**src/rtl/branch_pkg.sv**
```systemverilog
// Shared definitions for the branch resolution controller: condition codes,
// FSM encoding, prediction-table geometry and small helper functions.
package branch_pkg;

   localparam logic [2:0] F3_BEQ  = 3'b000;
   localparam logic [2:0] F3_BNE  = 3'b001;
   localparam logic [2:0] F3_BLT  = 3'b100;
   localparam logic [2:0] F3_BGE  = 3'b101;
   localparam logic [2:0] F3_BLTU = 3'b110;
   localparam logic [2:0] F3_BGEU = 3'b111;

   typedef enum logic [1:0] {
      ST_IDLE     = 2'd0,
      ST_REDIRECT = 2'd1,
      ST_DRAIN    = 2'd2
   } state_t;

   localparam int BHT_DEPTH = 16;
   localparam int BHT_IDX_W = 4;

   // Flag polarity follows the ALU compare: c set means "no unsigned less-than".
   function automatic logic cond_taken(input logic [2:0] f3, input logic s, input logic z,
                                       input logic c, input logic v);
      logic t;
      t = 1'b0;
      case (f3)
         F3_BEQ:  t = z;
         F3_BNE:  t = ~z;
         F3_BLT:  t = (s != v);
         F3_BGE:  t = (s == v);
         F3_BLTU: t = ~c;
         F3_BGEU: t = c;
         default: t = 1'b0;
      endcase
      return t;
   endfunction

   function automatic logic [1:0] sat_update(input logic [1:0] cnt, input logic taken);
      logic [1:0] n;
      n = cnt;
      if (taken) begin
         if (cnt != 2'b11) n = cnt + 2'b01;
      end else begin
         if (cnt != 2'b00) n = cnt - 2'b01;
      end
      return n;
   endfunction

endpackage

```
**src/rtl/branch_bht.sv**
```systemverilog
// 16-entry table of 2-bit saturating direction counters with a combinational
// lookup port; a lookup that coincides with an update sees the old value.
module branch_bht
   import branch_pkg::*;
(
   input  logic                 clk,
   input  logic                 rst,
   input  logic                 upd_en,
   input  logic [BHT_IDX_W-1:0] upd_idx,
   input  logic                 upd_taken,
   input  logic [BHT_IDX_W-1:0] rd_idx,
   output logic                 rd_taken
);

   logic [1:0] cnt_all [BHT_DEPTH];

   generate
      for (genvar gi = 0; gi < BHT_DEPTH; gi++) begin : g_ent
         logic [1:0] cnt_reg;

         always_ff @(posedge clk or negedge rst) begin
            if (!rst) begin
               cnt_reg <= 2'b01;
            end else if (upd_en && (upd_idx == BHT_IDX_W'(gi))) begin
               cnt_reg <= sat_update(cnt_reg, upd_taken);
            end
         end

         assign cnt_all[gi] = cnt_reg;
      end
   endgenerate

   assign rd_taken = cnt_all[rd_idx][1];

endmodule

```
**src/rtl/branch_ctrl.sv**
```systemverilog
// Execute-stage branch resolution, redirect handshake and flush control.
// Optional direction predictor enabled by defining BRANCH_BHT_EN.
module branch_ctrl
   import branch_pkg::*;
(
   input  logic        clk,
   input  logic        rst,
   input  logic        ex_valid,
   input  logic        ex_branch,
   input  logic        ex_jump,
   input  logic [2:0]  ex_func3,
   input  logic        flag_s,
   input  logic        flag_z,
   input  logic        flag_c,
   input  logic        flag_v,
   input  logic [31:0] ex_pc,
   input  logic [31:0] ex_target,
   input  logic        ex_compressed,
   input  logic        ex_pred_taken,
   input  logic [31:0] if_pc,
   output logic        if_pred_taken,
   output logic        redirect_valid,
   output logic [31:0] redirect_pc,
   input  logic        redirect_ready,
   output logic        flush_if,
   output logic        flush_id,
   output logic        stall_ex,
   output logic [15:0] branch_cnt,
   output logic [15:0] mispredict_cnt
);

   state_t      state_reg;
   logic        resolve;
   logic        actual_taken;
   logic        pred_eff;
   logic        mispredict;
   logic [31:0] fallthrough_pc;

   assign resolve        = (state_reg == ST_IDLE) && ex_valid && (ex_branch || ex_jump);
   assign actual_taken   = ex_jump | cond_taken(ex_func3, flag_s, flag_z, flag_c, flag_v);
   assign mispredict     = resolve && (actual_taken != pred_eff);
   assign fallthrough_pc = ex_pc + (ex_compressed ? 32'd2 : 32'd4);

`ifdef BRANCH_BHT_EN
   logic unused_pc_bits;

   // Jumps never predict taken and never train the table.
   assign pred_eff = ex_jump ? 1'b0 : ex_pred_taken;

   branch_bht u_bht (
      .clk       (clk),
      .rst       (rst),
      .upd_en    (resolve && ex_branch && !ex_jump),
      .upd_idx   (ex_pc[BHT_IDX_W:1]),
      .upd_taken (actual_taken),
      .rd_idx    (if_pc[BHT_IDX_W:1]),
      .rd_taken  (if_pred_taken)
   );

   assign unused_pc_bits = ^{if_pc[31:BHT_IDX_W+1], if_pc[0]};
`else
   logic unused_pred_inputs;

   assign pred_eff           = 1'b0;
   assign if_pred_taken      = 1'b0;
   assign unused_pred_inputs = ^{ex_pred_taken, if_pc};
`endif

   always_ff @(posedge clk or negedge rst) begin
      if (!rst) begin
         state_reg      <= ST_IDLE;
         redirect_valid <= 1'b0;
         redirect_pc    <= 32'd0;
         flush_if       <= 1'b0;
         flush_id       <= 1'b0;
         stall_ex       <= 1'b0;
         branch_cnt     <= 16'd0;
         mispredict_cnt <= 16'd0;
      end else begin
         if (resolve) begin
            branch_cnt <= branch_cnt + 16'd1;
         end
         if (mispredict) begin
            mispredict_cnt <= mispredict_cnt + 16'd1;
         end

         case (state_reg)
            ST_IDLE: begin
               if (mispredict) begin
                  state_reg      <= ST_REDIRECT;
                  redirect_valid <= 1'b1;
                  redirect_pc    <= actual_taken ? ex_target : fallthrough_pc;
                  flush_if       <= 1'b1;
                  flush_id       <= 1'b1;
                  stall_ex       <= 1'b1;
               end
            end
            ST_REDIRECT: begin
               // redirect_pc is only loaded in IDLE, so it holds while fetch stalls.
               if (redirect_ready) begin
                  state_reg      <= ST_DRAIN;
                  redirect_valid <= 1'b0;
                  flush_if       <= 1'b1;
                  flush_id       <= 1'b0;
                  stall_ex       <= 1'b0;
               end
            end
            ST_DRAIN: begin
               state_reg      <= ST_IDLE;
               redirect_valid <= 1'b0;
               flush_if       <= 1'b0;
               flush_id       <= 1'b0;
               stall_ex       <= 1'b0;
            end
            default: begin
               state_reg      <= ST_IDLE;
               redirect_valid <= 1'b0;
               flush_if       <= 1'b0;
               flush_id       <= 1'b0;
               stall_ex       <= 1'b0;
            end
         endcase
      end
   end

endmodule

```
**config.mk**
```make
export PLATFORM = sky130hd
export DESIGN_NAME = branch_ctrl
export DESIGN_NICKNAME = d
export VERILOG_FILES = /design/src/rtl/branch_pkg.sv /design/src/rtl/branch_bht.sv /design/src/rtl/branch_ctrl.sv
export SDC_FILE = /design/constraint.sdc
export NUM_CORES = 1
export LEC_CHECK = 0
export BUFFER_PORTS_ARGS = -buffer_cell sky130_fd_sc_hd__buf_4
export CELL_PAD_IN_SITES_DETAIL_PLACEMENT = 1
export CELL_PAD_IN_SITES_GLOBAL_PLACEMENT = 1
export CORE_MARGIN = 3
export CORE_UTILIZATION = 32
export CTS_CLUSTER_DIAMETER = 80
export DETAILED_ROUTE_END_ITERATION = 6
export PLACE_DENSITY = 0.92
export RECOVER_POWER = 25
export SETUP_SLACK_MARGIN = 0.5
export SYNTH_ARGS = -nofsm -noshare
export SYNTH_HDL_FRONTEND = slang
export SYNTH_HIERARCHICAL = 1
export SYNTH_SLANG_ARGS = --single-unit
```
**constraint.sdc**
```tcl
create_clock -name clk -period 2.68 [get_ports clk]
set_clock_uncertainty 0.05 [all_clocks]
set_input_delay 0.536 -clock clk [delete_from_list [all_inputs] [get_ports clk]]
set_output_delay 0.536 -clock clk [all_outputs]
set_load 0.01 [all_outputs]
```
# ---- After elaboration in Yosys (flattened, before gate mapping)
# Cells that the tools add are included.
dict set report classes {
  addsub 3
  eq_ne 10
  muxes 11
  bitwise_logic 3
  reduce_logical 8
}
# operator count
set ops {}
lappend ops {{adder 16 x 1 -> 16 bit, second input constant} 2}
lappend ops {{adder 32 x 3 -> 32 bit} 1}
lappend ops {{2-to-1 mux 32 bit} 1}
lappend ops {{equality test 3 bit, second input constant} 4}
lappend ops {{case mux 1 bit (6 select lines)} 1}
lappend ops {{2-to-1 mux 2 bit} 2}
lappend ops {{inequality test 2 bit, second input constant} 2}
lappend ops {{case mux 1 bit (2 select lines)} 2}
lappend ops {{case mux 2 bit (2 select lines)} 1}
lappend ops {{AND reduction 2 bit} 2}
lappend ops {{equality test 3 x 1 -> 1 bit, second input constant} 1}
lappend ops {{logical AND 1 bit} 3}
lappend ops {{zero test 3 bit} 1}
lappend ops {{2-to-1 mux 1 bit} 3}
lappend ops {{2-to-1 mux 3 bit} 1}
lappend ops {{equality test 2 x 1 -> 1 bit, second input constant} 1}
lappend ops {{zero test 2 bit} 1}
lappend ops {{NOT 1 bit} 2}
lappend ops {{equality test 1 bit} 1}
lappend ops {{logical OR 1 bit} 1}
lappend ops {{inequality test 1 bit} 1}
lappend ops {{OR 1 bit} 1}
dict set report word_totals {
  ff_bits 68
  inputBits 111
  output_inout_bits 69
  elab_cells 41
}

# ---- Depth between registers and ports, before layout
dict set report logic_depth {
  ltp_word 6
  ltp_mapped 7
  mapped_depth_nobuf 6
}

# ---- Worst setup path before layout
# No wires, ideal clock.
dict set report synth_path {
  path_type {input port to flip-flop}
  startpoint {in ex_func3[0]}
  endpoint {reg mispredict_cnt[1]}
  setup_ns 0.125
  arrival_ns 1.836
  required_ns 2.505
  setup_slack_ns 0.669
  stages 6
  path_buffers 2
  cell_sequence {xnor3_1 -> nor3b_2 -> o31a_4 -> buf_6 -> buf_8 -> mux2_4}
}
dict set report synth_via {
  elab_chain_len 4
  elab_cells_between_ends 9
  cone_classes {eq/ne: 5; mux: 1; bitwise: 1; reduce/logical: 2}
}
# element line_no
set synth_rtl {}
lappend synth_rtl {{start, declared} branch_ctrl.sv:11} ;# input logic [2:0] ex_func3,
lappend synth_rtl {{equality test 3 bit (tied with other cells)} branch_pkg.sv:26} ;# case (f3)
lappend synth_rtl {{case mux 1 bit (6 select lines) (*)} branch_pkg.sv:26}
lappend synth_rtl {{OR 1 bit (*)} branch_ctrl.sv:40} ;# assign actual_taken = ex_jump | cond_taken(ex_func3, flag_s, flag_z, flag_c, flag_v);
lappend synth_rtl {{logical AND 1 bit (*)} branch_ctrl.sv:41} ;# assign mispredict = resolve && (actual_taken != pred_eff);
lappend synth_rtl {{end signal, assigned} branch_ctrl.sv:84} ;# mispredict_cnt <= mispredict_cnt + 16'd1;
lappend synth_rtl {{end, declared} branch_ctrl.sv:29} ;# output logic [15:0] mispredict_cnt
# Mark *: on every way between the ends. The rest lies on a longest branch, timed or not.
# A chain may end at the register's enable or synchronous reset.

# ---- Worst setup path in the final report
dict set report layout_path {
  startpoint {reg state_reg[0]}
  endpoint {reg redirect_pc[14]}
}
dict set report layout_via {
  elab_chain_len 5
}
# element line_no
set layout_rtl {}
lappend layout_rtl {{start, declared} branch_ctrl.sv:32} ;# state_t state_reg;
lappend layout_rtl {{start signal, assigned} branch_ctrl.sv:71} ;# state_reg <= ST_IDLE;
lappend layout_rtl {{start signal, assigned} branch_ctrl.sv:90} ;# state_reg <= ST_REDIRECT;
lappend layout_rtl {{start signal, assigned} branch_ctrl.sv:101} ;# state_reg <= ST_DRAIN;
lappend layout_rtl {{zero test 2 bit (*)} {branch_ctrl.sv:39, branch_ctrl.sv:87}}
lappend layout_rtl {{logical AND 1 bit (2 in a row)} branch_ctrl.sv:39} ;# assign resolve = (state_reg == ST_IDLE) && ex_valid && (ex_branch || ex_jump);
lappend layout_rtl {{logical AND 1 bit} branch_ctrl.sv:41}
lappend layout_rtl {{AND reduction 2 bit (no line) (*)} n/a}
lappend layout_rtl {{end signal, assigned} branch_ctrl.sv:92} ;# redirect_pc <= actual_taken ? ex_target : fallthrough_pc;
lappend layout_rtl {{end, declared} branch_ctrl.sv:23} ;# output logic [31:0] redirect_pc,
# Marks and branches as above.

==> metrics.txt <==
crit path cell chain=nor3b_1 > o21a_1 > o31a_4 > buf_4 > mux2_2; area of the multi-input gates=1130 µm²; setup ws final=0.686 ns; Psw=around 0.0010 W; WL final=approximately 7000 µm; max incr delay on CP=between 0.4 and 0.5 ns; Slew headroom=-0.153; internal power=between 0.002 and 0.0025 W; sequential share of power=0.444; Comb pwr share=0.326; vias in the first global route=2337; depth of the CTS H-tree=3; power share of the clock group=0.230; Tot GR Track Use=0.145; Ports=180; Period minus WS final=1.99 ns; Die Span Y=around 100 µm; final antenna-violating net count=0; Wirelength per Cell=between 15 and 20 µm; Syn Nets=323; Worst-Margin Slew=between 1.5 and 2 ns; clk sinks=68; switching share of power=0.307; CP arrival=approximately 2.2 ns; clk_lat worst skew=roughly 0.33 ns; Root Buffer=clkbuf_8; RSZ-0062 raised after global routing=false; total setup buffers inserted after CTS=0; fmax=roughly 500 MHz; Initial Utilization=0.331; largest net degree at the start of global routing=69; area of the mapped netlist=slightly below 3000 µm²; core area=between 8000 and 9000 µm²; TritonCTS buffer count=9; DRC=0; hold-fix buffer count after cts=0; library cells used by synthesis=36; Reg area=around 1700 µm²; Post-Place Setup Slack=0.356 ns; min-delay worst type=input pin to flop; Synth Area per Inst=~14 µm²; Critical Path Sink Type=flop; Rows=34; die width=slightly above 100 µm; Slew Viols, Final=69; share of post-route cells with drive strength above 1=0.518; delay-heaviest family, CP=flip-flops; post-DP HPWL=approximately 5400 µm; number of flip-flops in the largest register=32; first-pass GRT wire length=11700 µm; Worst IR Drop VDD=between 0.0004 and 0.0005 V; Post-synth top cells=dfrtp_1 (68), mux2_2 (28), xnor2_1 (22); Max Root-Sink Buffers=2; Filler Cell Count=approximately 960; Top Registers=redirect_pc (32), branch_cnt (16), mispredict_cnt (16); number of antenna violations at the first check in global routing=0; PortBufs=roughly 110; Pre-Repair DR Iteration Count=3; GP Congestion=about 0.74; Resized Gates After CTS=0; leakage=~2.0 nW; Setup TNS=0 ns; Largest Register=redirect_pc; Critical-path top delay cell=dfrtp_1; Startpoint Class=flop; most used flip-flop cell after synthesis=dfrtp_1; Mapped Cells=between 200 and 250; Synth top area share=0.584; top cells by area, synth=dfrtp_1 (58%), mux2_2 (11%), xnor2_1 (6.6%), mux2_4 (3.1%), xor2_1 (2.7%); violation count after the first detailed-route iteration=32; top-count cell post-synth=dfrtp_1; Post-synth EDFFs=0; clock slew at reported path FFs=approximately 0.080 ns; Worst Path Buf+Inv=1; maximum fanout along the worst path=20; asr flop ratio synth=1.00; Ys Warns=6; DIE AREA=just over 10000 µm²; worst path required time=2.84 ns; max-cap check violation count=1; area leader, netlist=dfrtp_1; endpoints failing setup=0; sequential area share after synthesis=0.584; Layout area overhead=38.8%; Seq cells post-synth=68; vias per cell=4.74; diode count=0; CP Class=flop to flop; GR Overflow Total=0; failing checks=max-capacitance violations, max-slew violations; pwr/cell area=~840 nW/µm²; Vias=2093; status=finished, violations left; Final Net Count=442; period utilization=0.744; CTS tree=done; final hold violation count=0
[layer usage]
metal / wire (µm) / track usage / part of all wire
met1: 2750 / 0.164 / 0.39
met2: 3710 / 0.252 / 0.53
met4: 40 / 0.0337 / 0.0057
met3: 522 / 0.0627 / 0.074
met5: 0 / 0 / 0
[cell usage in the layout, fill, tap and decap left out, drive strengths merged]
| cell type | synthesis | layout |
|---|---|---|
| and4 | 3 | 3 |
| nand3b | 2 | 2 |
| and3 | 8 | 8 |
| conb | 1 | 1 |
| buf | 8 | 115 |
| clkinv | 0 | 3 |
| o2111a | 1 | 1 |
| nand3 | 8 | 8 |
| ha | 2 | 2 |
| dfrtp | 68 | 68 |
| o31a | 1 | 1 |
| xnor3 | 1 | 1 |
| mux2 | 34 | 34 |
| a31o | 1 | 1 |
| o21ai | 1 | 1 |
| nor2 | 3 | 3 |
| or3 | 1 | 1 |
| inv | 2 | 2 |
| nand4 | 6 | 6 |
| nor3b | 4 | 4 |
| o2bb2ai | 1 | 1 |
| clkinvlp | 0 | 1 |
| xnor2 | 22 | 22 |
| o2111ai | 1 | 1 |
| nor2b | 1 | 1 |
| clkbuf | 0 | 13 |
| nand2b | 1 | 1 |
| xor2 | 10 | 10 |
| o21a | 1 | 1 |
| nand2 | 13 | 13 |
| a21oi | 2 | 2 |
| nor3 | 1 | 1 |
| and2 | 2 | 2 |
[metrics by stage]
stage	utilization	std cells	instance area (µm²)	total power (W)	hold slack, ns
floorplan	-	210	2920	0.00204	0.190
finish	0.460	442	4050	0.00341	0.384
global route	0.460	442	4050	0.00365	0.359
CTS	0.460	442	4050	0.00348	0.308
detailed placement	0.439	426	3860	0.00268	0.408
global placement	0.439	426	3860	0.00261	0.390
[layout make-up]
cell class                      instances  area share
Sequential cell                        68       0.420
Timing Repair Buffer                  116       0.218
Tap cell                              108      0.0334
Clock buffer                           12      0.0408
Multi-Input combinational cell        132       0.280
Clock inverter                          4     0.00556
Inverter                                2     0.00185
[power groups by stage]
stage | Combinational (W) | Sequential (W) | Clock [W]
detailed placement | 0.00114 | 0.00154 | 0
global placement | 0.00110 | 0.00151 | 0
finish | 0.00111 | 0.00151 | 0.000785
floorplan | 0.000411 | 0.00163 | 0
CTS | 0.00114 | 0.00152 | 0.000820
global route | 0.00121 | 0.00156 | 0.000871
[final timing paths]
check / to / slack (ns) / cells after the start / start
worst max register to register: redirect_pc[14] / 0.69 / 5 / state_reg[0]
worst min-delay path: redirect_pc[11] / 0.38 / 2 / ex_target[11]
min in group asynchronous: mispredict_cnt[11] / 0.59 / 1 / rst
worst min register to register: flush_if / 0.41 / 1 / state_reg[1]
worst max-delay path: redirect_pc[14] / 0.69 / 5 / state_reg[0]
max in group asynchronous: branch_cnt[3] / 0.94 / 1 / rst
[worst reg2reg max path, delay by kind of cell (launching register included)]
kind	cells	cell delay, ns
AND/OR/NAND/NOR	1	0.38
buffers and inverters	1	0.27
multiplexers	1	0.37
AO/OA/AOI/OAI	2	0.39
flip-flops	1	0.42
[cell families after synthesis]
kind of cell,share of synthesized area
flip-flops,0.584
adder cells (fa/ha/maj),0.00858
AO/OA/AOI/OAI,0.0266
XOR/XNOR,0.106
AND/OR/NAND/NOR,0.107
other,0.00129
multiplexers,0.139
buffers and inverters,0.0270
Power figures use the tool's default switching activity.
